<file path="src/rtl/audio_adc_pkg.sv">
// -----------------------------------------------------------------------------
// audio_adc_pkg
// Shared constants for the audio ADC capture controller: Avalon-MM register
// addresses, CTRL/STATUS bit positions and the capture FSM state encoding.
// -----------------------------------------------------------------------------
package audio_adc_pkg;

    // Register map (word addresses on the 2-bit slave address bus)
    localparam logic [1:0] ADDR_CTRL  = 2'd0;
    localparam logic [1:0] ADDR_LEFT  = 2'd1;
    localparam logic [1:0] ADDR_RIGHT = 2'd2;
    localparam logic [1:0] ADDR_RSVD  = 2'd3;

    // CTRL/STATUS bit positions
    localparam int CTRL_ENABLE_BIT = 32'sd0;
    localparam int CTRL_IRQ_EN_BIT = 32'sd1;
    localparam int CTRL_EMPTY_BIT  = 32'sd2;
    localparam int CTRL_OVF_BIT    = 32'sd3;
    localparam int CTRL_LEVEL_LSB  = 32'sd8;

    // Capture FSM states; explicit encodings keep the state register stable
    // across tools and match older netlists that used raw 3-bit constants.
    typedef enum logic [2:0] {
        ST_IDLE    = 3'd0,
        ST_SKIP_L  = 3'd1,
        ST_SHIFT_L = 3'd2,
        ST_WAIT_R  = 3'd3,
        ST_SKIP_R  = 3'd4,
        ST_SHIFT_R = 3'd5,
        ST_WAIT_L  = 3'd6
    } capture_state_e;

endpackage

</file>
<file path="src/rtl/audio_adc_capture_ctrl_fifo.sv">
// -----------------------------------------------------------------------------
// sync_fifo
// Single-clock FIFO holding {left,right} sample pairs.
// Ports:
//   clk, reset_n     : clock, asynchronous active-low reset
//   push, wdata      : write request and data (ignored when full unless popping)
//   pop              : read request (ignored when empty)
//   rdata            : head-of-FIFO entry (show-ahead)
//   full, empty      : occupancy flags
//   level            : number of stored entries
// -----------------------------------------------------------------------------
module sync_fifo #(
    parameter int DATA_W = 32,
    parameter int DEPTH  = 4,
    parameter int LVL_W  = 3
) (
    input  logic              clk,
    input  logic              reset_n,
    input  logic              push,
    input  logic [DATA_W-1:0] wdata,
    input  logic              pop,
    output logic [DATA_W-1:0] rdata,
    output logic              full,
    output logic              empty,
    output logic [LVL_W-1:0]  level
);

    localparam int AW = (DEPTH > 1) ? $clog2(DEPTH) : 1;

    logic [DATA_W-1:0] mem_q [DEPTH];
    logic [AW-1:0]     wr_ptr_q, wr_ptr_d;
    logic [AW-1:0]     rd_ptr_q, rd_ptr_d;
    logic [LVL_W-1:0]  level_q, level_d;
    logic              do_push_s;
    logic              do_pop_s;

    assign full  = (level_q == LVL_W'(DEPTH));
    assign empty = (level_q == '0);
    assign level = level_q;
    assign rdata = mem_q[rd_ptr_q];

    // A full FIFO still accepts a write when the head is leaving in the same cycle.
    assign do_pop_s  = pop & ~empty;
    assign do_push_s = push & (~full | do_pop_s);

    // Pointer and occupancy next-state
    always_comb begin
        wr_ptr_d = wr_ptr_q;
        rd_ptr_d = rd_ptr_q;
        level_d  = level_q;
        if (do_push_s) begin
            wr_ptr_d = wr_ptr_q + AW'(1);
        end else begin
            wr_ptr_d = wr_ptr_q;
        end
        if (do_pop_s) begin
            rd_ptr_d = rd_ptr_q + AW'(1);
        end else begin
            rd_ptr_d = rd_ptr_q;
        end
        case ({do_push_s, do_pop_s})
            2'b10:   level_d = level_q + LVL_W'(1);
            2'b01:   level_d = level_q - LVL_W'(1);
            default: level_d = level_q;
        endcase
    end

    // Pointer, occupancy and storage registers
    always_ff @(posedge clk or negedge reset_n) begin
        if (!reset_n) begin
            wr_ptr_q <= '0;
            rd_ptr_q <= '0;
            level_q  <= '0;
            for (int i = 0; i < DEPTH; i++) begin
                mem_q[i] <= '0;
            end
        end else begin
            wr_ptr_q <= wr_ptr_d;
            rd_ptr_q <= rd_ptr_d;
            level_q  <= level_d;
            if (do_push_s) begin
                mem_q[wr_ptr_q] <= wdata;
            end
        end
    end

endmodule

</file>
<file path="src/rtl/audio_adc_capture_ctrl.sv">
// -----------------------------------------------------------------------------
// audio_adc_capture_ctrl
// Avalon-MM slave that captures I2S stereo samples from the codec ADC port
// (codec is clock master) and buffers left/right pairs for CPU readout.
// Ports:
//   clk, reset_n                 : system clock (>= 4x BCLK), async active-low reset
//   address/chipselect/read/write/writedata/readdata : Avalon-MM slave, 1-cycle read latency
//   adclrc, bclk, adcdat         : asynchronous codec serial inputs
//   irq                          : level interrupt, enable & irq_en & FIFO not empty
// -----------------------------------------------------------------------------
module audio_adc_capture_ctrl
    import audio_adc_pkg::*;
#(
    parameter int DATA_W     = 16,
    parameter int FIFO_DEPTH = 4,
    parameter int LVL_W      = 3
) (
    input  logic        clk,
    input  logic        reset_n,
    input  logic [1:0]  address,
    input  logic        chipselect,
    input  logic        read,
    input  logic        write,
    input  logic [31:0] writedata,
    output logic [31:0] readdata,
    input  logic        adclrc,
    input  logic        bclk,
    input  logic        adcdat,
    output logic        irq
);

    localparam int CNT_W = (DATA_W > 1) ? $clog2(DATA_W) : 1;
    localparam logic [CNT_W-1:0] LAST_BIT = CNT_W'(DATA_W - 1);

    // Synchronisers and edge history
    logic bclk_meta_q, bclk_sync_q, bclk_prev_q;
    logic lrc_meta_q, lrc_sync_q, lrc_last_q, lrc_last_d;
    logic dat_meta_q, dat_sync_q;
    logic bclk_rise_s, lrc_fall_s, lrc_rise_s, lrc_edge_s;

    // Capture path
    capture_state_e      state_q, state_d;
    logic [CNT_W-1:0]    bit_cnt_q, bit_cnt_d;
    logic [DATA_W-1:0]   shift_q, shift_d, shift_next_s;
    logic [DATA_W-1:0]   left_q, left_d;
    logic                push_s;

    // Control/status
    logic enable_q, enable_d;
    logic irq_en_q, irq_en_d;
    logic overflow_q, overflow_d;
    logic ovf_set_s, ovf_clr_s;
    logic [31:0] readdata_q, readdata_d;
    logic        irq_q, irq_d;
    logic        pop_s;

    // FIFO interface
    logic [2*DATA_W-1:0] fifo_rdata_s;
    logic                fifo_full_s, fifo_empty_s;
    logic [LVL_W-1:0]    fifo_level_s;
    logic [DATA_W-1:0]   head_left_s, head_right_s;
    logic [31:0]         status_s;
    logic                wdata_unused_s;

    assign wdata_unused_s = ^{writedata[31:4], writedata[2]};

    assign bclk_rise_s  = bclk_sync_q & ~bclk_prev_q;
    // LRC is only looked at on BCLK rising edges, where the codec guarantees it is stable.
    assign lrc_fall_s   = bclk_rise_s & lrc_last_q & ~lrc_sync_q;
    assign lrc_rise_s   = bclk_rise_s & ~lrc_last_q & lrc_sync_q;
    assign lrc_edge_s   = lrc_fall_s | lrc_rise_s;
    assign shift_next_s = {shift_q[DATA_W-2:0], dat_sync_q};

    // LRC history advances on BCLK rising edges only
    always_comb begin
        if (bclk_rise_s) begin
            lrc_last_d = lrc_sync_q;
        end else begin
            lrc_last_d = lrc_last_q;
        end
    end

    // Capture FSM: frame alignment, delay-bit skip and MSB-first deserialisation
    always_comb begin
        state_d   = state_q;
        bit_cnt_d = bit_cnt_q;
        shift_d   = shift_q;
        left_d    = left_q;
        push_s    = 1'b0;
        if (!enable_q) begin
            state_d   = ST_IDLE;
            bit_cnt_d = '0;
        end else if (bclk_rise_s) begin
            case (state_q)
                ST_IDLE: begin
                    if (lrc_fall_s) begin
                        state_d = ST_SKIP_L;
                    end else begin
                        state_d = ST_IDLE;
                    end
                end
                ST_SKIP_L: begin
                    state_d   = ST_SHIFT_L;
                    bit_cnt_d = '0;
                end
                ST_SHIFT_L: begin
                    if (lrc_edge_s) begin
                        state_d   = ST_IDLE;
                        bit_cnt_d = '0;
                    end else begin
                        shift_d = shift_next_s;
                        if (bit_cnt_q == LAST_BIT) begin
                            left_d    = shift_next_s;
                            bit_cnt_d = '0;
                            state_d   = ST_WAIT_R;
                        end else begin
                            bit_cnt_d = bit_cnt_q + CNT_W'(1);
                        end
                    end
                end
                ST_WAIT_R: begin
                    if (lrc_rise_s) begin
                        state_d = ST_SKIP_R;
                    end else if (lrc_fall_s) begin
                        state_d = ST_IDLE;
                    end else begin
                        state_d = ST_WAIT_R;
                    end
                end
                ST_SKIP_R: begin
                    state_d   = ST_SHIFT_R;
                    bit_cnt_d = '0;
                end
                ST_SHIFT_R: begin
                    if (lrc_edge_s) begin
                        state_d   = ST_IDLE;
                        bit_cnt_d = '0;
                    end else begin
                        shift_d = shift_next_s;
                        if (bit_cnt_q == LAST_BIT) begin
                            push_s    = 1'b1;
                            bit_cnt_d = '0;
                            state_d   = ST_WAIT_L;
                        end else begin
                            bit_cnt_d = bit_cnt_q + CNT_W'(1);
                        end
                    end
                end
                ST_WAIT_L: begin
                    if (lrc_fall_s) begin
                        state_d = ST_SKIP_L;
                    end else if (lrc_rise_s) begin
                        state_d = ST_IDLE;
                    end else begin
                        state_d = ST_WAIT_L;
                    end
                end
                default: begin
                    state_d   = ST_IDLE;
                    bit_cnt_d = '0;
                end
            endcase
        end else begin
            state_d = state_q;
        end
    end

    // CTRL writes and sticky overflow; a new overflow wins over a same-cycle clear
    always_comb begin
        enable_d  = enable_q;
        irq_en_d  = irq_en_q;
        ovf_clr_s = 1'b0;
        if (chipselect && write && (address == ADDR_CTRL)) begin
            enable_d  = writedata[CTRL_ENABLE_BIT];
            irq_en_d  = writedata[CTRL_IRQ_EN_BIT];
            ovf_clr_s = writedata[CTRL_OVF_BIT];
        end else begin
            ovf_clr_s = 1'b0;
        end
        if (ovf_set_s) begin
            overflow_d = 1'b1;
        end else if (ovf_clr_s) begin
            overflow_d = 1'b0;
        end else begin
            overflow_d = overflow_q;
        end
    end

    assign ovf_set_s    = push_s & fifo_full_s & ~pop_s;
    assign head_left_s  = fifo_rdata_s[2*DATA_W-1:DATA_W];
    assign head_right_s = fifo_rdata_s[DATA_W-1:0];

    // Status word assembly
    always_comb begin
        status_s                                 = 32'h0000_0000;
        status_s[CTRL_ENABLE_BIT]                = enable_q;
        status_s[CTRL_IRQ_EN_BIT]                = irq_en_q;
        status_s[CTRL_EMPTY_BIT]                 = fifo_empty_s;
        status_s[CTRL_OVF_BIT]                   = overflow_q;
        status_s[CTRL_LEVEL_LSB +: LVL_W]        = fifo_level_s;
    end

    // Read mux; RIGHT read is the pop point so a pair is consumed LEFT-then-RIGHT
    always_comb begin
        readdata_d = readdata_q;
        pop_s      = 1'b0;
        if (chipselect && read) begin
            case (address)
                ADDR_CTRL: readdata_d = status_s;
                ADDR_LEFT: begin
                    if (fifo_empty_s) begin
                        readdata_d = 32'h0000_0000;
                    end else begin
                        readdata_d = {{(32-DATA_W){head_left_s[DATA_W-1]}}, head_left_s};
                    end
                end
                ADDR_RIGHT: begin
                    if (fifo_empty_s) begin
                        readdata_d = 32'h0000_0000;
                    end else begin
                        readdata_d = {{(32-DATA_W){head_right_s[DATA_W-1]}}, head_right_s};
                        pop_s      = 1'b1;
                    end
                end
                default: readdata_d = 32'h0000_0000;
            endcase
        end else begin
            readdata_d = readdata_q;
        end
    end

    assign irq_d    = enable_q & irq_en_q & ~fifo_empty_s;
    assign readdata = readdata_q;
    assign irq      = irq_q;

    // Two-flop synchronisers for the asynchronous codec inputs
    always_ff @(posedge clk or negedge reset_n) begin
        if (!reset_n) begin
            bclk_meta_q <= 1'b0;
            bclk_sync_q <= 1'b0;
            bclk_prev_q <= 1'b0;
            lrc_meta_q  <= 1'b0;
            lrc_sync_q  <= 1'b0;
            lrc_last_q  <= 1'b0;
            dat_meta_q  <= 1'b0;
            dat_sync_q  <= 1'b0;
        end else begin
            bclk_meta_q <= bclk;
            bclk_sync_q <= bclk_meta_q;
            bclk_prev_q <= bclk_sync_q;
            lrc_meta_q  <= adclrc;
            lrc_sync_q  <= lrc_meta_q;
            lrc_last_q  <= lrc_last_d;
            dat_meta_q  <= adcdat;
            dat_sync_q  <= dat_meta_q;
        end
    end

    // Capture FSM, control and output registers
    always_ff @(posedge clk or negedge reset_n) begin
        if (!reset_n) begin
            state_q    <= ST_IDLE;
            bit_cnt_q  <= '0;
            shift_q    <= '0;
            left_q     <= '0;
            enable_q   <= 1'b0;
            irq_en_q   <= 1'b0;
            overflow_q <= 1'b0;
            readdata_q <= 32'h0000_0000;
            irq_q      <= 1'b0;
        end else begin
            state_q    <= state_d;
            bit_cnt_q  <= bit_cnt_d;
            shift_q    <= shift_d;
            left_q     <= left_d;
            enable_q   <= enable_d;
            irq_en_q   <= irq_en_d;
            overflow_q <= overflow_d;
            readdata_q <= readdata_d;
            irq_q      <= irq_d;
        end
    end

    sync_fifo #(
        .DATA_W (2*DATA_W),
        .DEPTH  (FIFO_DEPTH),
        .LVL_W  (LVL_W)
    ) u_fifo (
        .clk     (clk),
        .reset_n (reset_n),
        .push    (push_s),
        .wdata   ({left_q, shift_next_s}),
        .pop     (pop_s),
        .rdata   (fifo_rdata_s),
        .full    (fifo_full_s),
        .empty   (fifo_empty_s),
        .level   (fifo_level_s)
    );

endmodule
</file>
<file path="config.mk">
export PLATFORM = sky130hd
export DESIGN_NAME = audio_adc_capture_ctrl
export DESIGN_NICKNAME = d
export VERILOG_FILES = /design/src/rtl/audio_adc_pkg.sv /design/src/rtl/audio_adc_capture_ctrl_fifo.sv /design/src/rtl/audio_adc_capture_ctrl.sv
export SDC_FILE = /design/constraint.sdc
export NUM_CORES = 1
export LEC_CHECK = 0
export BUFFER_PORTS_ARGS = -buffer_cell sky130_fd_sc_hd__buf_2
export CELL_PAD_IN_SITES_DETAIL_PLACEMENT = 1
export CELL_PAD_IN_SITES_GLOBAL_PLACEMENT = 2
export CORE_MARGIN = 4
export CORE_UTILIZATION = 44
export DETAILED_ROUTE_END_ITERATION = 8
export GPL_ROUTABILITY_DRIVEN = 0
export PLACE_DENSITY = 0.77
export SYNTH_ARGS = -nofsm -noshare
export SYNTH_HDL_FRONTEND = slang
export SYNTH_SLANG_ARGS = --single-unit
</file>
<file path="constraint.sdc">
create_clock -name clk -period 2.9 [get_ports clk]
set_input_delay 0.58 -clock clk [delete_from_list [all_inputs] [get_ports clk]]
set_output_delay 0.58 -clock clk [all_outputs]
set_load 0.005 [all_outputs]
</file>
==> results.md, run 1 <==
* Overall die width at 152 µm
* Post-layout min period at 2.39 ns
* Setup CP Type: flip-flop to flip-flop
* CP endpoint kind: flip-flop
* #FFs+latches synth at 201
* Internal power at 0.00460 W
* Setup-failing EPs final at 0
* Fill cells at 1995
* GRT overflow at 0
* Sequential fraction of the synthesis area at 0.549
* Primary FF master, synth: dfrtp_1
* Max-Cap Viols at 0
* Core Footprint at 20400 µm²
* Setup TNS at 0 ns
* DR DRC count at 0
* Leak at 5.09 nW
* Clk buf depth at 3
* Worst-skew pair later-pin latency at 0.50 ns
* WL/cell at 21.5 µm
* Initial Util at 0.450
* Final hold vios at 0
* Layout cells sized above 1 at 0.474
* Final Routed Wirelength at 20000 µm
* Combinational share of power at 0.029
* Top cell type by total area after synthesis: dfrtp_1
* Multi-input gate area at 3740 µm²
* Post-CTS sizing at 0
* Clock Sink Count at 201
* H-tree levels at 1
* Top post-synthesis cells by count: dfrtp_1 (201), mux2_2 (121), mux2_4 (41), mux4_2 (32), nand2_1 (30)
* RR Endpoint: u_fifo.level[1]
* Initial antenna violation count at 0
* Slowest-stage cell, CP: a2111oi_4
* Hold Crit Class: input port to async pin
* Peak VDD IR at 350 µV
* Cell Rows at 52
* Clock Pin Slew Worst Setup and Hold Paths at 0.06 ns
* Status: finished clean
* Most frequent cell after synthesis: dfrtp_1
* Unrepaired setup endpoints after global routing: false
* Reg2reg path depth at 8
* IO buf count at 45
* Pin count of the biggest net entering global routing at 66
* Most numerous cell on the critical path: ha_1
* Worst EP arrival at 2.81 ns
* Fin. max-slew vios at 0
* Vias at 5131
* Clk pwr share at 0.484
* Antenna violation net count after detailed routing at 0
* CP max stage delay at 0.42 ns
* Worst setup SP type: flip-flop
* N_diodes at 0
* Layout Area Growth over Synthesis at 13.1%
* Relative slew margins at 0.638
* R2R Setup Slk at 0.51 ns
* Psw at 0.00123 W
* Post-synth EDFFs at 0
* Synth Cell Area at 9170 µm²
* Fmax at 418 MHz
* Die Y-Extent at 152 µm
* Syn Inst Count at 601
* Tightest Pin Transition at 0.543 ns
* Worst reg2reg path startpoint: bit_cnt_q[0]
* Largest delay share family, worst path: adder cells
* Main area contributors after synthesis: dfrtp_1 (55%), mux2_2 (15%), mux4_2 (7.9%), mux2_4 (6.7%), buf_6 (1.5%)
* Post-CTS setup buffers at 0
* 1st-iter DRT viols at 206
* WP buf/inv at 1
* Final #Nets at 698
* Num CTS Buffers at 23
* Pre-CTS WS at 0.300 ns
* Ys Warns at 0
* Vias in the first global route at 5899
* CTS tree: built
* Post-DP HPWL at 12700 µm
* Seq. cell area at 5030 µm²
* DR vias/cell at 5.51
* Hold_buf cts at 0
* Crit path cell chain: ha_1 -> nand3_2 -> a2111oi_4 -> nand2_1 -> ha_1 -> inv_1 -> fa_1 -> o21ai_0
* Router iterations before antenna repair at 4
* Gr usage total at 0.177
* Setup ws final at 0.506 ns
* Synth cell types at 52
* First-pass GRT wire length at 33300 µm
* Flop pwr share at 0.487
* Power Density at 562 nW/µm²
* Die Area at 23200 µm²
* Period utilisation layout at 0.826
* Sw Ratio at 0.211
* Net Count, Synth at 650
* CP required at 3.32 ns
* Clock skew at 0.0113 ns
* Mean Syn Cell Area at 15.3 µm²
* Root Driver: clkbuf_16
* Crit-path max FO at 6
* Async SR Flop Fraction at 1.00
* I/O Pins at 75
* Top-area cell type share of the netlist area at 0.549
-- metrics by stage --
step | cell area (µm²) | hold WS (ns) | util | total power, W | cells
floorplan | 9170 | 0.284 | - | 0.00296 | 601
global placement | 9640 | 0.335 | 0.473 | 0.00306 | 894
detailed placement | 9640 | 0.337 | 0.473 | 0.00306 | 894
CTS | 10400 | 0.0913 | 0.509 | 0.00591 | 931
global route | 10400 | 0.122 | 0.509 | 0.00604 | 931
finish | 10400 | 0.0830 | 0.509 | 0.00583 | 931
-- layer usage --
metal | GRT usage | part of all wire
met1 | 0.235 | 0.44
met5 | 0 | 0
met4 | 0.0381 | 0.019
met2 | 0.307 | 0.51
met3 | 0.0287 | 0.030
-- how the worst max path moves through the flow --
stage	slack [ns]	startpoint	depth (start not counted)	to
6_report	0.51	bit_cnt_q[0]	8	u_fifo.level[1]
5_1_grt	0.34	bit_cnt_q[0]	10	u_fifo.level[2]
4_1_cts	0.49	bit_cnt_q[0]	8	u_fifo.level[1]
3_5_place_dp	0.30	address[0]	9	u_fifo.level[2]
3_3_place_gp	0.36	address[0]	9	u_fifo.level[2]
2_1_floorplan	0.57	bit_cnt_q[0]	8	u_fifo.level[1]
-- power by group through the flow --
stage	Sequential, W	Combinational (W)	Clock [W]
floorplan	0.00289	0.0000721	0
global placement	0.00289	0.000167	0
detailed placement	0.00289	0.000174	0
CTS	0.00284	0.000174	0.00289
global route	0.00284	0.000194	0.00301
finish	0.00284	0.000169	0.00282
-- state kept, by name (all words and copies together), names as in the netlist, 2 cells and up --
name	flops
bit_cnt_q	4
left_q	16
readdata	16
shift_q	15
state_q	3
u_fifo.level	3
u_fifo.mem_q	128
u_fifo.rd_ptr_q	2
u_fifo.wr_ptr_q	2
-- cell families (layout without fill, tap and decap cells) --
kind of cell    count (synthesis)  after routing  share of synthesized area
compound gates                 60             60                     0.0509
xor+xnor                        8              8                    0.00764
fa+ha+maj                       8              8                     0.0115
buf+inv                        60            120                     0.0431
flops                         201            201                      0.549
mux                           194            194                      0.294
simple gates                   70             70                     0.0439
-- layout make-up --
type                       count  share of cell area
clock buffer                  31              0.0622
timing repair buffer          69              0.0460
multi-input combinational    340               0.361
sequential                   201               0.485
inverter                      14             0.00507
clock inverter                 6             0.00832
tap                          270              0.0326
-- cells in the final DEF (no fill, tap or decap), types with 14 or more instances in the layout --
cell	instances
a22oi_1	16
buf_2	44
buf_4	19
clkbuf_16	23
dfrtp_1	200
inv_1	14
mux2_2	121
mux2_4	41
mux4_2	32
nand2_1	30
(Power assumes the default switching activity.)
==> inputs of run 2 (changes only) <==
Settings changed: CORE_UTILIZATION 44 to 39, PLACE_DENSITY 0.77 to 0.72.
Clock period 2.9 ns to 2.15 ns, I/O delays scaled along.
==> run 2 against run 1 <==
Fmax up 12%; clock power up 35%; power up 35%; clock-buffer cell count up 2; final cell count up 7.3%; register-to-register slack worse by 0.49 ns; sequential power up 35%; die area up 12%; critical endpoint is now u_fifo.level[2]; largest power group unchanged; highest routed layer unchanged.
==> results.md, run 2 (synthesis results as in run 1) <==
* Most frequent cells in the layout: dfrtp_1 (198), mux2_2 (121), buf_2 (44)
* Final design utilization at 0.467 (-0.0421)
* Antenna violation net count after detailed routing at 0 (unchanged)
* Worst EP arrival at 2.51 ns (-0.30 ns)
* CP endpoint kind: flip-flop
* CTS tree: built
* Setup-failing EPs final at 0 (unchanged)
* Commonest non-fill, non-tap cell in the layout: dfrtp_1
* Setup CP Type: flip-flop to flip-flop
* Leak at 5.22 nW (+2.7%)
* Hold slack at 0.0362 ns (-0.0467 ns)
* H-tree levels at 1 (unchanged)
* N_diodes at 0 (unchanged)
* Gr usage total at 0.166 (-0.0101)
* Peak VDD IR at 488 µV (+39%)
* Fill cells at 2265 (+14%)
* Vias at 5255 (+2.4%)
* Crit-path max FO at 3 (-3)
* Tightest Pin Transition at 1.04 ns (+0.494 ns)
* Initial antenna violation count at 0 (unchanged)
* Post-layout min period at 2.13 ns (-0.262 ns)
* IO buf count at 45 (unchanged)
* Status: finished clean
* Max reg flops at 128 (unchanged)
* Fin. max-slew vios at 0 (unchanged)
* CP required at 2.53 ns (-0.79 ns)
* Root Driver: clkbuf_16
* Multi-input gate area at 3780 µm² (+1.1%)
* Setup ws final at 0.0174 ns (-0.488 ns)
* Pin count of the biggest net entering global routing at 50 (-24%)
* Core Footprint at 22900 µm² (+13%)
* Post-DP HPWL at 13500 µm (+5.6%)
* Overall die width at 161 µm (+5.9%)
* Non-Filler Instances at 999 (+7.3%)
* GRT overflow at 0 (unchanged)
* Clk buf depth at 3 (unchanged)
* Unrepaired setup endpoints after global routing: true
* Layout cells sized above 1 at 0.500 (+0.0265)
* Relative slew margins at 0.306 (-0.332)
* Max-Cap Viols at 0 (unchanged)
* Die Y-Extent at 161 µm (+5.9%)
* Power Density at 737 nW/µm² (+31%)
* Biggest register: u_fifo.mem_q
* Total placed cells including tap cells at 951 (+6.4%)
* Setup TNS at 0 ns (unchanged)
* 1st-iter DRT viols at 279 (+35%)
* Hold Crit Class: input port to flip-flop
* Num CTS Buffers at 23 (unchanged)
* Fmax at 469 MHz (+12%)
* Pre-CTS WS at -0.152 ns (-0.452 ns)
* Layout Area Growth over Synthesis at 16.8%
* Router iterations before antenna repair at 4 (unchanged)
* Clock Sink Count at 201 (unchanged)
* Clock Pin Slew Worst Setup and Hold Paths at 0.06 ns (about the same)
* Die Area at 26000 µm² (+12%)
* Clock skew at 0.0193 ns (+0.00797 ns)
* Cell Rows at 55 (+5.8%)
* Final hold vios at 0 (unchanged)
* Final #Nets at 719 (+3.0%)
* Final Routed Wirelength at 21300 µm (+6.2%)
* DR vias/cell at 5.26 (-4.6%)
* Vias in the first global route at 5974 (+1.3%)
* Seq. cell area at 5030 µm² (about the same)
* First-pass GRT wire length at 34400 µm (+3.4%)
* I/O Pins at 75 (unchanged)
* WL/cell at 21.3 µm (-1.0%)
* Initial Util at 0.400 (-0.0501)
* DR DRC count at 0 (unchanged)
* Period utilisation layout at 0.992 (+0.166)
* Worst-skew pair later-pin latency at 0.50 ns (about the same)
* Worst setup SP type: flip-flop
-- run 2: cell count changes in the layout (fill, tap and decap cells not counted), moves of 2 or more --
cell / previous run / this run
clkbuf_1: 4 / 7
dfrtp_1: 200 / 198
dfrtp_2: 1 / 3
clkinv_2: 2 / 6
ha_1: 6 / 4
buf_4: 19 / 33
buf_12: 5 / 11
-- run 2: power breakdown --
part	switching [W]	internal, W
Clock	0.00149	0.00231
Combinational	0.000172	0.0000952
Sequential	0.0000193	0.00381
-- run 2: stage by stage --
step | area (µm²) | power, W
final | 10700 | 0.00789
after CTS | 10700 | 0.00802
after global placement | 9880 | 0.00415
after detailed placement | 9880 | 0.00416
after global routing | 10700 | 0.00820
after floorplan | 9170 | 0.00399
-- run 2: worst paths after layout --
kind	from	to	slack [ns]	depth (start not counted)
worst min register to register	bclk_meta_q	bclk_sync_q	0.35	0
min in group asynchronous	reset_n	bit_cnt_q[3]	0.47	2
max in group asynchronous	reset_n	u_fifo.mem_q[91]	1.03	3
worst max-delay path	lrc_sync_q	u_fifo.level[2]	0.02	9
worst max register to register	lrc_sync_q	u_fifo.level[2]	0.02	9
worst min-delay path	adcdat	dat_meta_q	0.04	1
-- run 2: metal layers --
| metal | vias up | global-route usage | part of all wire |
|---|---|---|---|
| li1 | 2342 | - | - |
| met1 | 2826 | 0.216 | 0.43 |
| met2 | 59 | 0.295 | 0.52 |
| met3 | 28 | 0.0263 | 0.026 |
| met4 | 0 | 0.0380 | 0.017 |
| met5 | - | 0 | 0 |
-- run 2: what timing repair did --
item / CTS / global route
endpoints found under the setup margin: 2 / 16
endpoints found under the hold margin: 43 / 0
pin swaps: 3 / 5
resized for setup: 4 / 7
gates cloned: 0 / 0
buffers inserted: 4 / 2
hold buffers: 1 / 0
-- run 2: final cells by class --
type | count | area share
Sequential cell | 201 | 0.470
Clock inverter | 8 | 0.00841
Tap cell | 313 | 0.0366
Timing Repair Buffer | 90 | 0.0665
Multi-Input combinational cell | 340 | 0.353
Inverter | 14 | 0.00491
Clock buffer | 33 | 0.0601
-- run 2: critical path, stage by stage (launching register included) --
cell and delay, ns:
dfrtp_2 0.43, xor2_2 0.19, a2111oi_4 0.38, nand2_1 0.15, ha_2 0.22, inv_2 0.06, fa_2 0.19, xor2_1 0.16
nor2_1 0.08, xor2_1 0.16
